<file path="src/rtl/vga_sprite_compositor.sv">
// -----------------------------------------------------------------------------
// vga_sprite_compositor
//
// VGA output stage for the boids display. A clock-enable ("pix_en") derived
// from a modulo-CLK_DIV counter paces all pixel-rate logic, so the whole block
// runs on the single system clock. The horizontal and vertical counters feed a
// two-stage pipeline:
//   P0  counters (hc, vc)
//   P1  framebuffer read address, sprite hit/priority, sync/active
//   P2  framebuffer data sampled, colour chosen, pins registered
// The 1-bit framebuffer can be shown at 2**SCALE_SHIFT scale. Up to
// NUM_SPRITES solid square sprites are overlaid; their parameters are
// captured into shadow registers once per frame so a frame never tears.
//
// Ports
//   clk          system clock
//   reset        asynchronous assert, active-low reset
//   sprite_x     sprite i left edge,  bits [10i+9:10i]
//   sprite_y     sprite i top edge,   bits [9i+8:9i]
//   sprite_color sprite i RGB444,     bits [12i+11:12i]
//   sprite_en    per-sprite enable
//   fb_addr      registered framebuffer read address
//   fb_data      framebuffer read data (1 = boid present)
//   hSync/vSync  active-low syncs, aligned with the colour outputs
//   VGA_R/G/B    RGB444 colour outputs (0 outside the visible area)
//   active       high while the output pixel is visible
//   frame_end    one-clk pulse at the start of vertical blanking
//   frame_count  frames completed, wraps at 16 bits
// -----------------------------------------------------------------------------
module vga_sprite_compositor #(
  parameter int          H_ACTIVE    = 640,
  parameter int          H_FP        = 16,
  parameter int          H_SYNC      = 96,
  parameter int          H_BP        = 48,
  parameter int          V_ACTIVE    = 480,
  parameter int          V_FP        = 10,
  parameter int          V_SYNC      = 2,
  parameter int          V_BP        = 33,
  parameter int          CLK_DIV     = 4,
  parameter int          SCALE_SHIFT = 0,
  parameter int          NUM_SPRITES = 2,
  parameter int          SPRITE_SIZE = 10,
  parameter logic [11:0] BG_COLOR    = 12'hFFF,
  parameter logic [11:0] FG_COLOR    = 12'h000,
  parameter int          ADDR_W      = $clog2((H_ACTIVE >> SCALE_SHIFT) * (V_ACTIVE >> SCALE_SHIFT))
) (
  input  logic                      clk,
  input  logic                      reset,
  input  logic [10*NUM_SPRITES-1:0] sprite_x,
  input  logic [9*NUM_SPRITES-1:0]  sprite_y,
  input  logic [12*NUM_SPRITES-1:0] sprite_color,
  input  logic [NUM_SPRITES-1:0]    sprite_en,
  output logic [ADDR_W-1:0]         fb_addr,
  input  logic                      fb_data,
  output logic                      hSync,
  output logic                      vSync,
  output logic [3:0]                VGA_R,
  output logic [3:0]                VGA_G,
  output logic [3:0]                VGA_B,
  output logic                      active,
  output logic                      frame_end,
  output logic [15:0]               frame_count
);

  localparam int H_TOTAL = H_ACTIVE + H_FP + H_SYNC + H_BP;
  localparam int V_TOTAL = V_ACTIVE + V_FP + V_SYNC + V_BP;
  localparam int HC_W    = $clog2(H_TOTAL);
  localparam int VC_W    = $clog2(V_TOTAL);
  localparam int PIX_W   = $clog2(CLK_DIV);
  // Sprite bound sums are evaluated wider than any coordinate so a sprite
  // near the right/bottom edge clips instead of wrapping to the left/top.
  localparam int CMP_W   = 12;

  localparam logic [PIX_W-1:0] PIX_LAST  = PIX_W'(CLK_DIV - 1);
  localparam logic [HC_W-1:0]  H_LAST    = HC_W'(H_TOTAL - 1);
  localparam logic [VC_W-1:0]  V_LAST    = VC_W'(V_TOTAL - 1);
  localparam logic [HC_W-1:0]  H_ACT_L   = HC_W'(H_ACTIVE);
  localparam logic [VC_W-1:0]  V_ACT_L   = VC_W'(V_ACTIVE);
  localparam logic [VC_W-1:0]  V_ACT_END = VC_W'(V_ACTIVE - 1);
  localparam logic [HC_W-1:0]  HS_START  = HC_W'(H_ACTIVE + H_FP);
  localparam logic [HC_W-1:0]  HS_END    = HC_W'(H_ACTIVE + H_FP + H_SYNC);
  localparam logic [VC_W-1:0]  VS_START  = VC_W'(V_ACTIVE + V_FP);
  localparam logic [VC_W-1:0]  VS_END    = VC_W'(V_ACTIVE + V_FP + V_SYNC);
  localparam logic [CMP_W-1:0] SIZE_C    = CMP_W'(SPRITE_SIZE);
  localparam logic [ADDR_W-1:0] ROW_W    = ADDR_W'(H_ACTIVE >> SCALE_SHIFT);

  // ---------------------------------------------------------------------------
  // Pixel enable
  // ---------------------------------------------------------------------------
  logic [PIX_W-1:0] pix_cnt_reg;
  logic             pix_en;

  assign pix_en = (pix_cnt_reg == PIX_LAST);

  always_ff @(posedge clk or negedge reset) begin
    if (!reset) begin
      pix_cnt_reg <= '0;
    end else if (pix_en) begin
      pix_cnt_reg <= '0;
    end else begin
      pix_cnt_reg <= pix_cnt_reg + 1'b1;
    end
  end

  // ---------------------------------------------------------------------------
  // P0: horizontal / vertical counters
  // ---------------------------------------------------------------------------
  logic [HC_W-1:0] hc_reg;
  logic [VC_W-1:0] vc_reg;
  logic            h_last;
  logic            v_last;
  logic            frame_wrap;

  assign h_last     = (hc_reg == H_LAST);
  assign v_last     = (vc_reg == V_LAST);
  assign frame_wrap = pix_en && h_last && v_last;

  always_ff @(posedge clk or negedge reset) begin
    if (!reset) begin
      hc_reg <= '0;
      vc_reg <= '0;
    end else if (pix_en) begin
      if (h_last) begin
        hc_reg <= '0;
        vc_reg <= v_last ? '0 : vc_reg + 1'b1;
      end else begin
        hc_reg <= hc_reg + 1'b1;
      end
    end
  end

  // ---------------------------------------------------------------------------
  // Sprite shadows: captured only on the pixel where both counters wrap, so
  // every displayed frame uses one consistent set of sprite parameters.
  // ---------------------------------------------------------------------------
  logic [10*NUM_SPRITES-1:0] shadow_x_reg;
  logic [9*NUM_SPRITES-1:0]  shadow_y_reg;
  logic [12*NUM_SPRITES-1:0] shadow_color_reg;
  logic [NUM_SPRITES-1:0]    shadow_en_reg;

  always_ff @(posedge clk or negedge reset) begin
    if (!reset) begin
      shadow_x_reg     <= '0;
      shadow_y_reg     <= '0;
      shadow_color_reg <= '0;
      shadow_en_reg    <= '0;
    end else if (frame_wrap) begin
      shadow_x_reg     <= sprite_x;
      shadow_y_reg     <= sprite_y;
      shadow_color_reg <= sprite_color;
      shadow_en_reg    <= sprite_en;
    end
  end

  // ---------------------------------------------------------------------------
  // P0 combinational decode: visibility, syncs, sprite hits
  // ---------------------------------------------------------------------------
  logic visible;
  logic hs_next;
  logic vs_next;

  assign visible = (hc_reg < H_ACT_L) && (vc_reg < V_ACT_L);
  assign hs_next = !((hc_reg >= HS_START) && (hc_reg < HS_END));
  assign vs_next = !((vc_reg >= VS_START) && (vc_reg < VS_END));

  logic [CMP_W-1:0]       hc_c;
  logic [CMP_W-1:0]       vc_c;
  logic [NUM_SPRITES-1:0] hit_vec;

  assign hc_c = CMP_W'(hc_reg);
  assign vc_c = CMP_W'(vc_reg);

  for (genvar gi = 0; gi < NUM_SPRITES; gi++) begin : g_hit
    logic [CMP_W-1:0] sx_c;
    logic [CMP_W-1:0] sy_c;
    assign sx_c = CMP_W'(shadow_x_reg[10*gi +: 10]);
    assign sy_c = CMP_W'(shadow_y_reg[9*gi +: 9]);
    assign hit_vec[gi] = shadow_en_reg[gi]
                      && (hc_c >= sx_c) && (hc_c < sx_c + SIZE_C)
                      && (vc_c >= sy_c) && (vc_c < sy_c + SIZE_C);
  end

  // Lowest-index hit sprite wins; scanning from the top down lets the lowest
  // index overwrite any higher one.
  logic        spr_hit_next;
  logic [11:0] spr_color_next;

  always_comb begin
    spr_hit_next   = 1'b0;
    spr_color_next = '0;
    for (int i = NUM_SPRITES - 1; i >= 0; i--) begin
      if (hit_vec[i]) begin
        spr_hit_next   = 1'b1;
        spr_color_next = shadow_color_reg[12*i +: 12];
      end
    end
  end

  // ---------------------------------------------------------------------------
  // P1: framebuffer address and per-pixel attributes
  // ---------------------------------------------------------------------------
  logic [ADDR_W-1:0] fb_addr_next;
  logic              spr_hit_p1_reg;
  logic [11:0]       spr_color_p1_reg;
  logic              hs_p1_reg;
  logic              vs_p1_reg;
  logic              act_p1_reg;

  assign fb_addr_next = ADDR_W'(hc_reg >> SCALE_SHIFT)
                      + ROW_W * ADDR_W'(vc_reg >> SCALE_SHIFT);

  always_ff @(posedge clk or negedge reset) begin
    if (!reset) begin
      fb_addr          <= '0;
      spr_hit_p1_reg   <= 1'b0;
      spr_color_p1_reg <= '0;
      hs_p1_reg        <= 1'b1;
      vs_p1_reg        <= 1'b1;
      act_p1_reg       <= 1'b0;
    end else if (pix_en) begin
      // Address holds through blanking so the memory sees no spurious reads.
      if (visible) begin
        fb_addr <= fb_addr_next;
      end
      spr_hit_p1_reg   <= spr_hit_next;
      spr_color_p1_reg <= spr_color_next;
      hs_p1_reg        <= hs_next;
      vs_p1_reg        <= vs_next;
      act_p1_reg       <= visible;
    end
  end

  // ---------------------------------------------------------------------------
  // P2: colour select and output registers
  // ---------------------------------------------------------------------------
  logic [11:0] color_next;

  always_comb begin
    color_next = fb_data ? FG_COLOR : BG_COLOR;
    if (spr_hit_p1_reg) begin
      color_next = spr_color_p1_reg;
    end
    if (!act_p1_reg) begin
      color_next = '0;
    end
  end

  always_ff @(posedge clk or negedge reset) begin
    if (!reset) begin
      hSync  <= 1'b1;
      vSync  <= 1'b1;
      active <= 1'b0;
      VGA_R  <= '0;
      VGA_G  <= '0;
      VGA_B  <= '0;
    end else if (pix_en) begin
      hSync  <= hs_p1_reg;
      vSync  <= vs_p1_reg;
      active <= act_p1_reg;
      VGA_R  <= color_next[11:8];
      VGA_G  <= color_next[7:4];
      VGA_B  <= color_next[3:0];
    end
  end

  // ---------------------------------------------------------------------------
  // Frame end pulse and frame counter: fire on the pixel where vc steps from
  // the last visible line into vertical blanking.
  // ---------------------------------------------------------------------------
  logic frame_end_next;

  assign frame_end_next = pix_en && h_last && (vc_reg == V_ACT_END);

  always_ff @(posedge clk or negedge reset) begin
    if (!reset) begin
      frame_end   <= 1'b0;
      frame_count <= '0;
    end else begin
      frame_end <= frame_end_next;
      if (frame_end_next) begin
        frame_count <= frame_count + 16'd1;
      end
    end
  end

endmodule

</file>
<file path="config.mk">
export PLATFORM = sky130hd
export DESIGN_NAME = vga_sprite_compositor
export DESIGN_NICKNAME = d
export VERILOG_FILES = /design/src/rtl/vga_sprite_compositor.sv
export SDC_FILE = /design/constraint.sdc
export NUM_CORES = 1
export LEC_CHECK = 0
export CAP_MARGIN = 0
export CORE_MARGIN = 1.5
export CORE_UTILIZATION = 60
export DETAILED_ROUTE_END_ITERATION = 12
export PLACE_DENSITY = 0.86
export SLEW_MARGIN = 20
export SYNTH_ARGS = -nofsm -noshare
export SYNTH_HDL_FRONTEND = slang
export SYNTH_SLANG_ARGS = --single-unit
</file>
<file path="constraint.sdc">
create_clock -name clk -period 5 [get_ports clk]
set_input_delay 1 -clock clk [delete_from_list [all_inputs] [get_ports clk]]
set_output_delay 1 -clock clk [all_outputs]
set_load 0.02 [all_outputs]
</file>
==> impl_metrics.toml, run 1 <==
[synthesis]
syn_area_per_cell_um2 = 9.87
synth_ff_type = "dfrtp_1"
synth_edf_count = 0
async_reset_ff_frac = 1.00
ys_ff_latch = 153
ys_warn_count = 0
netlist_area_mm2 = 0.00900
yosysSeqAreaShare = 0.426
syn-instance-count = 912
ys_types = 53
syn-num-nets = 1084

[finish]
final_cell_mix = "dfrtp_1, clkdlybuf4s50_1, ha_1"
diodes = 0
fin_util = 0.747
synthToLayoutAreaGrowth_pct = 21.0
drive_above_1_share = 0.0938
nets = 1194
fillers = 1016
postLayoutCellArea_mm2 = 0.0109
final_common_cell = "dfrtp_1"
largest_reg_flops = 24

[clocking]
h-tree-depth = 4
cts_resized = 0
clock_latency_ns = 0.43
cts.sinks = 153
numCtsBuffers = 17
hold_buffers = 0
post-cts-setup-buffers = 0
cts.clk_slew.worst_paths_ns = 0.07
root_buffer = "clkbuf_16"
cts_tree = "built"
cts_buffer_depth = 2

[setup_path]
worstReg2RegStart = "shadow_x_reg[1]"
cp_max_fo = 13
cp_data_arrival_time_ns = 3.66
worstSetupPathType = "reg -> reg"
r2r_end = "spr_color_p1_reg[5]"
cp-end-kind = "flip-flop"
start_kind = "flip-flop"
reg2reg_slack_ns = 1.63
r2r.worst_path.cells = 12
required_ns = 5.29
startpoint = "shadow_x_reg[1]"
crit_end = "spr_color_p1_reg[5]"

[floorplanning]
die-area_mm2 = 0.0158
die_h_um = 126
num_rows = 44
start_util = 0.617
core_area_mm2 = 0.0146
die_x_um = 126
ioPinCount = 118

[route]
antenna_left = 0
finalWirelength_um = 20300
vias = 7139
drt_iter0_markers = 412
drcViolationCount = 0
dr.pass1.iters = 4
post_drt_wl_per_cell_um = 16.7
via_per_inst = 5.86

[timing]
drv_slew = 0
relSlewSlack = 0.334
hold_viol = 0
worst_slew_pin_slew_ns = 0.999
clock_skew_ns = 0.00812
rsz0062_at_grt = "no"
clock.fmax_mhz = 297
post-route-min-period_ns = 3.37
setup_viol = 0
setup_tns_ns = 0
min_period_over_period = 0.673

[grt]
use_met1 = 0.365
grt_overflow = 0
busiest_layer = "met2"
grt_util_met3 = 0.0518
grt_antenna_before_repair = 0
grt_pass1_vias = 7082
track_usage = 0.269
gr-usage-met2 = 0.435
grt_pass1_wl_um = 34200
grt_max_degree = 100

[power_and_ir_drop]
seqPwrFrac = 0.485
peakVddDrop_uv = 251
p_total_w = 0.00257
clockPowerShare = 0.477
p_per_area_mw_per_mm2 = 236
power_switching_w = 0.000597
combPwrFrac = 0.038
p_leak_nw = 5.21
switching_share = 0.232
p_int_w = 0.00198

[placement]
gp_congestion = 0.849
hpwl_um = 14000
port_buffers = 117
dpl_cell_area_mm2 = 0.0103

[status]
status = "finished clean"

[hold_path]
min_path_type = "reg -> reg"

[run]
drv_cap = 0
-- cell families after synthesis --
| family | after synthesis | share of synthesized area |
|---|---|---|
| adder cells (fa/ha/maj) | 105 | 0.148 |
| XOR/XNOR | 67 | 0.0652 |
| flip-flops | 153 | 0.426 |
| AO/OA/AOI/OAI | 196 | 0.125 |
| AND/OR/NAND/NOR | 258 | 0.148 |
| buffers and inverters | 94 | 0.0406 |
| multiplexers | 39 | 0.0488 |
-- power groups by stage --
stage	clock (W)	sequential, W	combinational (W)
2_1_floorplan	0	0.00127	0.00000501
3_3_place_gp	0	0.00127	0.0000999
3_5_place_dp	0	0.00127	0.000100
4_1_cts	0.00124	0.00125	0.000101
5_1_grt	0.00130	0.00125	0.000108
6_report	0.00123	0.00125	0.0000985
-- through the flow --
step / instances / hold slack [ns] / worst slack (ns)
3_3_place_gp: 1187 / 0.426 / 1.64
6_report: 1218 / 0.440 / 1.63
4_1_cts: 1218 / 0.438 / 1.40
3_5_place_dp: 1187 / 0.429 / 1.51
2_1_floorplan: 912 / 0.403 / 2.21
5_1_grt: 1218 / 0.456 / 1.26
-- synthesized netlist by cell type (all sizes together) (2+ instances only) --
master	count	area [um2]
dfstp	4	105
or2	2	12.5
and4	4	37.5
nand2b	4	25.0
nor2b	28	175
xnor2	43	377
a211oi	7	52.6
o21bai	4	30.0
ha	103	1290
mux2	39	439
inv	63	236
dfrtp	149	3730
a31oi	15	93.8
or4	2	15.0
o211ai	3	22.5
nor2	36	135
and3	8	50.1
nand3	34	180
o311ai	2	17.5
clkbuf	23	86.3
nor3b	2	15.0
o21ai	100	500
nand2	86	323
or3b	2	17.5
a21oi	32	160
a221o	2	20.0
buf	8	42.5
or3	5	31.3
nand4b	5	43.8
nand4	12	81.3
a21o	9	67.6
nor4	2	18.8
nor3	22	125
xor2	24	210
a32oi	2	17.5
o22ai	13	81.3
o31ai	2	15.0
fa	2	40.0
-- worst min path at each step --
stage / startpoint / to / slack [ns] / depth (start not counted)
CTS: pix_cnt_reg[0] / pix_cnt_reg[0] / 0.44 / 1
floorplan: pix_cnt_reg[0] / pix_cnt_reg[0] / 0.40 / 1
finish: pix_cnt_reg[0] / pix_cnt_reg[0] / 0.44 / 1
detailed placement: pix_cnt_reg[0] / pix_cnt_reg[0] / 0.43 / 1
global route: pix_cnt_reg[0] / pix_cnt_reg[0] / 0.46 / 1
global placement: pix_cnt_reg[0] / pix_cnt_reg[0] / 0.43 / 1
-- per-layer routing --
layer	share of wire	vias up	routed length, um
li1	-	3422	-
met1	0.45	3463	9180
met2	0.48	209	9760
met3	0.045	45	916
met4	0.022	0	452
met5	0	-	0
-- critical path, cell delays in order, from the launching register on --
cell and delay [ns]:
dfrtp_1 0.40, ha_1 0.20, o21ai_0 0.15, or3_1 0.37
xnor2_1 0.14, ha_1 0.29, a21oi_1 0.15, o21ai_0 0.10
a31oi_1 0.19, a32oi_1 0.18, nand4bb_1 0.68, nand3_1 0.30
o21ai_0 0.10
-- layout make-up --
class / instances / area (um2) / area share
clock buffer: 19 / 453 / 0.0416
clock inverter: 12 / 106 / 0.00976
inverter: 63 / 236 / 0.0217
multi-input combinational: 665 / 4820 / 0.443
sequential: 153 / 3830 / 0.352
tap: 184 / 230 / 0.0211
timing repair buffer: 122 / 1210 / 0.111
(Power assumes the default switching activity.)
==> inputs of run 2 (changes only) <==
--- a/config.mk
+++ b/config.mk
@@ -7,9 +7,9 @@
 export LEC_CHECK = 0
 export CAP_MARGIN = 0
 export CORE_MARGIN = 1.5
-export CORE_UTILIZATION = 60
+export CORE_UTILIZATION = 56
 export DETAILED_ROUTE_END_ITERATION = 12
-export PLACE_DENSITY = 0.86
+export PLACE_DENSITY = 0.81
 export SLEW_MARGIN = 20
 export SYNTH_ARGS = -nofsm -noshare
 export SYNTH_HDL_FRONTEND = slang
==> constraint.sdc (replaced) <==
create_clock -name clk -period 3.15 [get_ports clk]
set_input_delay 0.63 -clock clk [delete_from_list [all_inputs] [get_ports clk]]
set_output_delay 0.63 -clock clk [all_outputs]
set_load 0.02 [all_outputs]
==> run 2 against run 1 <==
Worst setup slack lost 1.5 ns; hold slack lost 0.29 ns; utilization shrank 2.9 points; via count grew 2.0%; non-clock buffer count grew 39; wire length grew 3.9%; die area grew 7.0%; maximum frequency grew 13%; clock skew grew 0.0066 ns; final area grew 3.8%; register-to-register slack lost 1.5 ns; final cell count grew 5.9%; critical path type unchanged.
==> impl_metrics.toml, run 2 (synthesis gave the netlist of run 1 again) <==
[grt]
grt_pass1_vias = 7364
grt_antenna_before_repair = 0
grt_max_degree = 67
grt_overflow = 0
track_usage = 0.264
grt_pass1_wl_um = 35200

[route]
dr.pass1.iters = 5
post_drt_wl_per_cell_um = 16.4
drt_iter0_markers = 518
antenna_left = 0
finalWirelength_um = 21100
via_per_inst = 5.64
drcViolationCount = 0
vias = 7280

[floorplanning]
die-area_mm2 = 0.0168
die_x_um = 130
num_rows = 46
start_util = 0.571
ioPinCount = 118
die_h_um = 130
core_area_mm2 = 0.0158

[finish]
largest_reg_flops = 24
final_common_cell = "dfrtp_1"
synthToLayoutAreaGrowth_pct = 25.6
postLayoutCellArea_mm2 = 0.0113
instances_no_fill = 1290
drive_above_1_share = 0.128
final_cell_mix = "dfrtp_1, clkdlybuf4s50_1, ha_1"
fillers = 1210
diodes = 0
nets = 1233

[setup_path]
cp-end-kind = "flip-flop"
crit_top_cell = "nand3_1"
cp_max_fo = 13
worstReg2RegStart = "shadow_x_reg[1]"
startpoint = "shadow_x_reg[1]"
cp_data_arrival_time_ns = 3.33
worstPathCellList = "buf_4 -> a21oi_1 -> nor3_1 -> buf_4 -> nand3_1 -> xnor2_1 -> ha_1 -> nand3_1 -> o21bai_1 -> o311ai_1 -> a32oi_2 -> nand4bb_1 -> buf_6 -> nand3_1 -> o21ai_0"
start_kind = "flip-flop"
worstSetupPathType = "reg -> reg"
cpMaxStageDelayCell = "dfrtp_1"
slowest_delay_ns = 0.40
required_ns = 3.50

[placement]
gp_congestion = 0.907
hpwl_um = 14900
dpl_cell_area_mm2 = 0.0107
place_inst = 1256
port_buffers = 117

[timing]
clock_skew_ns = 0.0147
hold_viol = 0
min_period_over_period = 0.944
setup_viol = 0
relSlewSlack = 0.581
clock.fmax_mhz = 336
post-route-min-period_ns = 2.97
hold_slack_ns = 0.152
worst_slew_pin_slew_ns = 0.629
drv_slew = 0

[clocking]
cts.clk_slew.worst_paths_ns = 0.07
numCtsBuffers = 17
hold_buffers = 0
cts_buffer_depth = 2
clock_latency_ns = 0.44
cts.sinks = 153
cts_tree = "built"
h-tree-depth = 4
root_buffer = "clkbuf_16"

[hold_path]
min_path_type = "in -> async"

[power_and_ir_drop]
p_leak_nw = 5.44
peakVddDrop_uv = 390
p_per_area_mw_per_mm2 = 369

[status]
status = "finished clean"

[run]
drv_cap = 0
## run 2: changes by cell type in the layout (fill, tap and decap cells not counted), sizes merged
cell      previous run  this run
clkinvlp             2         0
clkinv               2         6
clkbuf              19        17
inv                 71        72
buf                  6        45
## run 2: repair_timing
action,CTS,global route
setup buffers,2,0
pin swaps,1,2
setup endpoints to repair,12,13
gates resized for setup,1,10
## run 2: final timing paths
path,end,slack (ns),cells after the start
min reg2reg,pix_cnt_reg[0],0.46,1
max reg2reg,spr_color_p1_reg[10],0.18,15
min in group clk,pix_cnt_reg[0],0.46,1
min,frame_count[5],0.15,1
max,spr_color_p1_reg[10],0.18,15
max in group asynchronous,hs_p1_reg,2.26,2
## run 2: final cells by class
| class | instances | area (um2) | share of cell area |
|---|---|---|---|
| repair buffers | 161 | 1540 | 0.136 |
| inverters | 63 | 236 | 0.0209 |
| clock buffers | 17 | 425 | 0.0376 |
| flip-flops and latches | 153 | 3830 | 0.339 |
| multi-input cells | 665 | 4830 | 0.427 |
| well taps | 216 | 270 | 0.0239 |
| clock inverters | 15 | 170 | 0.0150 |
## run 2: power breakdown
group | internal (W) | switching [W] | leakage [nW]
clock network | 0.00107 | 0.000967 | 0.293
logic | 0.0000929 | 0.0000669 | 3.26
registers | 0.00197 | 0.00000514 | 1.88
total | 0.00313 | 0.00104 | 5.44
## run 2: stage by stage
stage | setup TNS, ns | utilization | power (W) | setup WS [ns]
floorplan | 0 | - | 0.00203 | 0.360
global placement | -2.21 | 0.677 | 0.00218 | -0.187
detailed placement | -5.02 | 0.677 | 0.00218 | -0.452
CTS | 0 | 0.717 | 0.00419 | 0.00978
global route | -0.193 | 0.717 | 0.00431 | -0.0231
finish | 0 | 0.717 | 0.00417 | 0.175
## run 2: routing by layer
| layer | part of all wire | up-vias | GRT usage |
|---|---|---|---|
| li1 | - | 3509 | - |
| met1 | 0.44 | 3525 | 0.345 |
| met2 | 0.50 | 203 | 0.451 |
| met3 | 0.042 | 43 | 0.0422 |
| met4 | 0.020 | 0 | 0.0830 |
| met5 | 0 | - | 0 |
## run 2: worst max-delay path, delay by kind of cell (launching register included)
| kind | cells | cell delay, ns |
|---|---|---|
| adders and majority gates | 1 | 0.30 |
| and+or+nand+nor | 5 | 0.65 |
| buffers and inverters | 3 | 0.47 |
| xor gates and xnor gates | 1 | 0.15 |
| AOI/OAI and AO/OA | 5 | 0.92 |
| DFF | 1 | 0.40 |
==> inputs of run 3 (changes only) <==
--- a/config.mk
+++ b/config.mk
@@ -9,6 +9,7 @@
 export CORE_MARGIN = 1.5
 export CORE_UTILIZATION = 56
 export DETAILED_ROUTE_END_ITERATION = 12
+export GPL_TIMING_DRIVEN = 0
 export PLACE_DENSITY = 0.81
 export SLEW_MARGIN = 20
 export SYNTH_ARGS = -nofsm -noshare
==> run 3 against run 2 <==
Utilization decreased by 0.71 points; sequential power about the same; first-iteration DRC count decreased by 11%; maximum frequency fell by 2.3%; sequential share of layout area is 0.39 points higher; sequential cell count did not move; critical endpoint is now fb_addr[18]; largest power group unchanged.
==> impl_metrics.toml, run 3 (synthesis gave the netlist of run 1 again) <==
[power_and_ir_drop]
combPwrFrac = 0.038
switching_share = 0.252
p_int_w = 0.00314
seqPwrFrac = 0.471
p_per_area_mw_per_mm2 = 374
peakVddDrop_uv = 442
p_leak_nw = 5.31
p_total_w = 0.00419
power_switching_w = 0.00106
clockPowerShare = 0.490

[floorplanning]
ioPinCount = 118
core_area_mm2 = 0.0158
die-area_mm2 = 0.0168
die_h_um = 130
start_util = 0.571
num_rows = 46
die_x_um = 130

[placement]
hpwl_um = 15500
place_ws_ns = -0.163
port_buffers = 117
gp_congestion = 0.875

[clocking]
numCtsBuffers = 17
root_buffer = "clkbuf_16"
cts_tree = "built"
cts.sinks = 153
clock_latency_ns = 0.44
h-tree-depth = 4
cts_buffer_depth = 2
hold_buffers = 0
cts.clk_slew.worst_paths_ns = 0.07

[hold_path]
min_path_type = "in -> async"

[timing]
min_period_over_period = 0.966
relSlewSlack = 0.469
setup_ws_ns = 0.107
clock.fmax_mhz = 329
clock_skew_ns = 0.0178
drv_slew = 0
worst_slew_pin_slew_ns = 0.792
hold_slack_ns = 0.188
post-route-min-period_ns = 3.04
setup_viol = 0
hold_viol = 0
setup_tns_ns = 0

[route]
antenna_left = 0
finalWirelength_um = 22100
vias = 7263
drt_iter0_markers = 459
drcViolationCount = 0
post_drt_wl_per_cell_um = 17.2
via_per_inst = 5.67
dr.pass1.iters = 7

[setup_path]
cpMaxStageDelayCell = "dfrtp_2"
cp_max_fo = 11
cp_data_arrival_time_ns = 3.38
critPathTopFamily = "adder cells"
crit_top_cell = "ha_1"
required_ns = 3.49
start_kind = "flip-flop"
cp-end-kind = "flip-flop"
path_buf_inv = 0
worstSetupPathType = "reg -> reg"
slowest_delay_ns = 0.52
worstPathCellList = "ha_1 -> ha_1 -> fa_1 -> a21o_1 -> a221o_1 -> nor2_1 -> xor2_1 -> a211oi_2 -> xnor2_1 -> o21ai_0"

[run]
drv_cap = 0

[finish]
nets = 1225
fillers = 1225
largest_reg_flops = 24
synthToLayoutAreaGrowth_pct = 24.4
drive_above_1_share = 0.112
final_common_cell = "dfrtp_1"
diodes = 0
final_cell_mix = "dfrtp_1, clkdlybuf4s50_1, ha_1"

[grt]
grt_pass1_vias = 7163
grt_max_degree = 91
track_usage = 0.270
grt_pass1_wl_um = 35200
grt_overflow = 0
grt_antenna_before_repair = 0

[status]
status = "finished clean"
## run 3: final timing paths
kind / startpoint / endpoint / slack (ns) / cells past startpoint
worst min-delay path: reset / frame_count[15] / 0.19 / 1
worst max-delay path: vc_reg[1] / fb_addr[18] / 0.11 / 10
worst max register to register: vc_reg[1] / fb_addr[18] / 0.11 / 10
min in group clk: pix_cnt_reg[0] / pix_cnt_reg[0] / 0.43 / 1
worst min register to register: pix_cnt_reg[0] / pix_cnt_reg[0] / 0.43 / 1
max in group asynchronous: reset / shadow_y_reg[10] / 2.21 / 2
## run 3: per-layer routing
metal  part of all wire  global-route usage
met3              0.055              0.0545
met4              0.023              0.0941
met5                  0                   0
met2               0.49               0.445
met1               0.44               0.356
## run 3: metrics by stage
stage | area (um2) | instances | util
after floorplan | 9000 | 912 | -
after global placement | 10400 | 1245 | 0.662
after detailed placement | 10500 | 1246 | 0.664
after CTS | 11100 | 1278 | 0.704
after global routing | 11200 | 1282 | 0.710
final | 11200 | 1282 | 0.710
## run 3: timing repair
| item | 4_1_cts | 5_1_grt |
|---|---|---|
| setup buffers | 0 | 3 |
| resized for setup | 5 | 26 |
| pin swaps | 0 | 4 |
| setup endpoints to repair | 11 | 13 |
| gates cloned | 0 | 1 |
## run 3: final cells by class
type,instances,area (um2),share of cell area
flip-flops and latches,153,3840,0.343
inverters,63,236,0.0211
multi-input cells,665,4880,0.436
repair buffers,122,1230,0.110
clock inverters,15,173,0.0154
well taps,216,270,0.0241
plain buffers,31,141,0.0126
clock buffers,17,425,0.0380
## run 3: worst register-to-register path, stage by stage, from the launching register on
cell and delay [ns]:
dfrtp_2 0.52, ha_1 0.34, ha_1 0.25, fa_1 0.41
a21o_1 0.21, a221o_1 0.33, nor2_1 0.13, xor2_1 0.33
a211oi_2 0.10, xnor2_1 0.15, o21ai_0 0.18
## run 3: power groups by stage
stage	logic, W	registers, W	clock network, W
floorplan	0.00000795	0.00202	0
global placement	0.000157	0.00202	0
detailed placement	0.000164	0.00201	0
CTS	0.000165	0.00198	0.00207
global route	0.000177	0.00198	0.00216
finish	0.000161	0.00198	0.00206
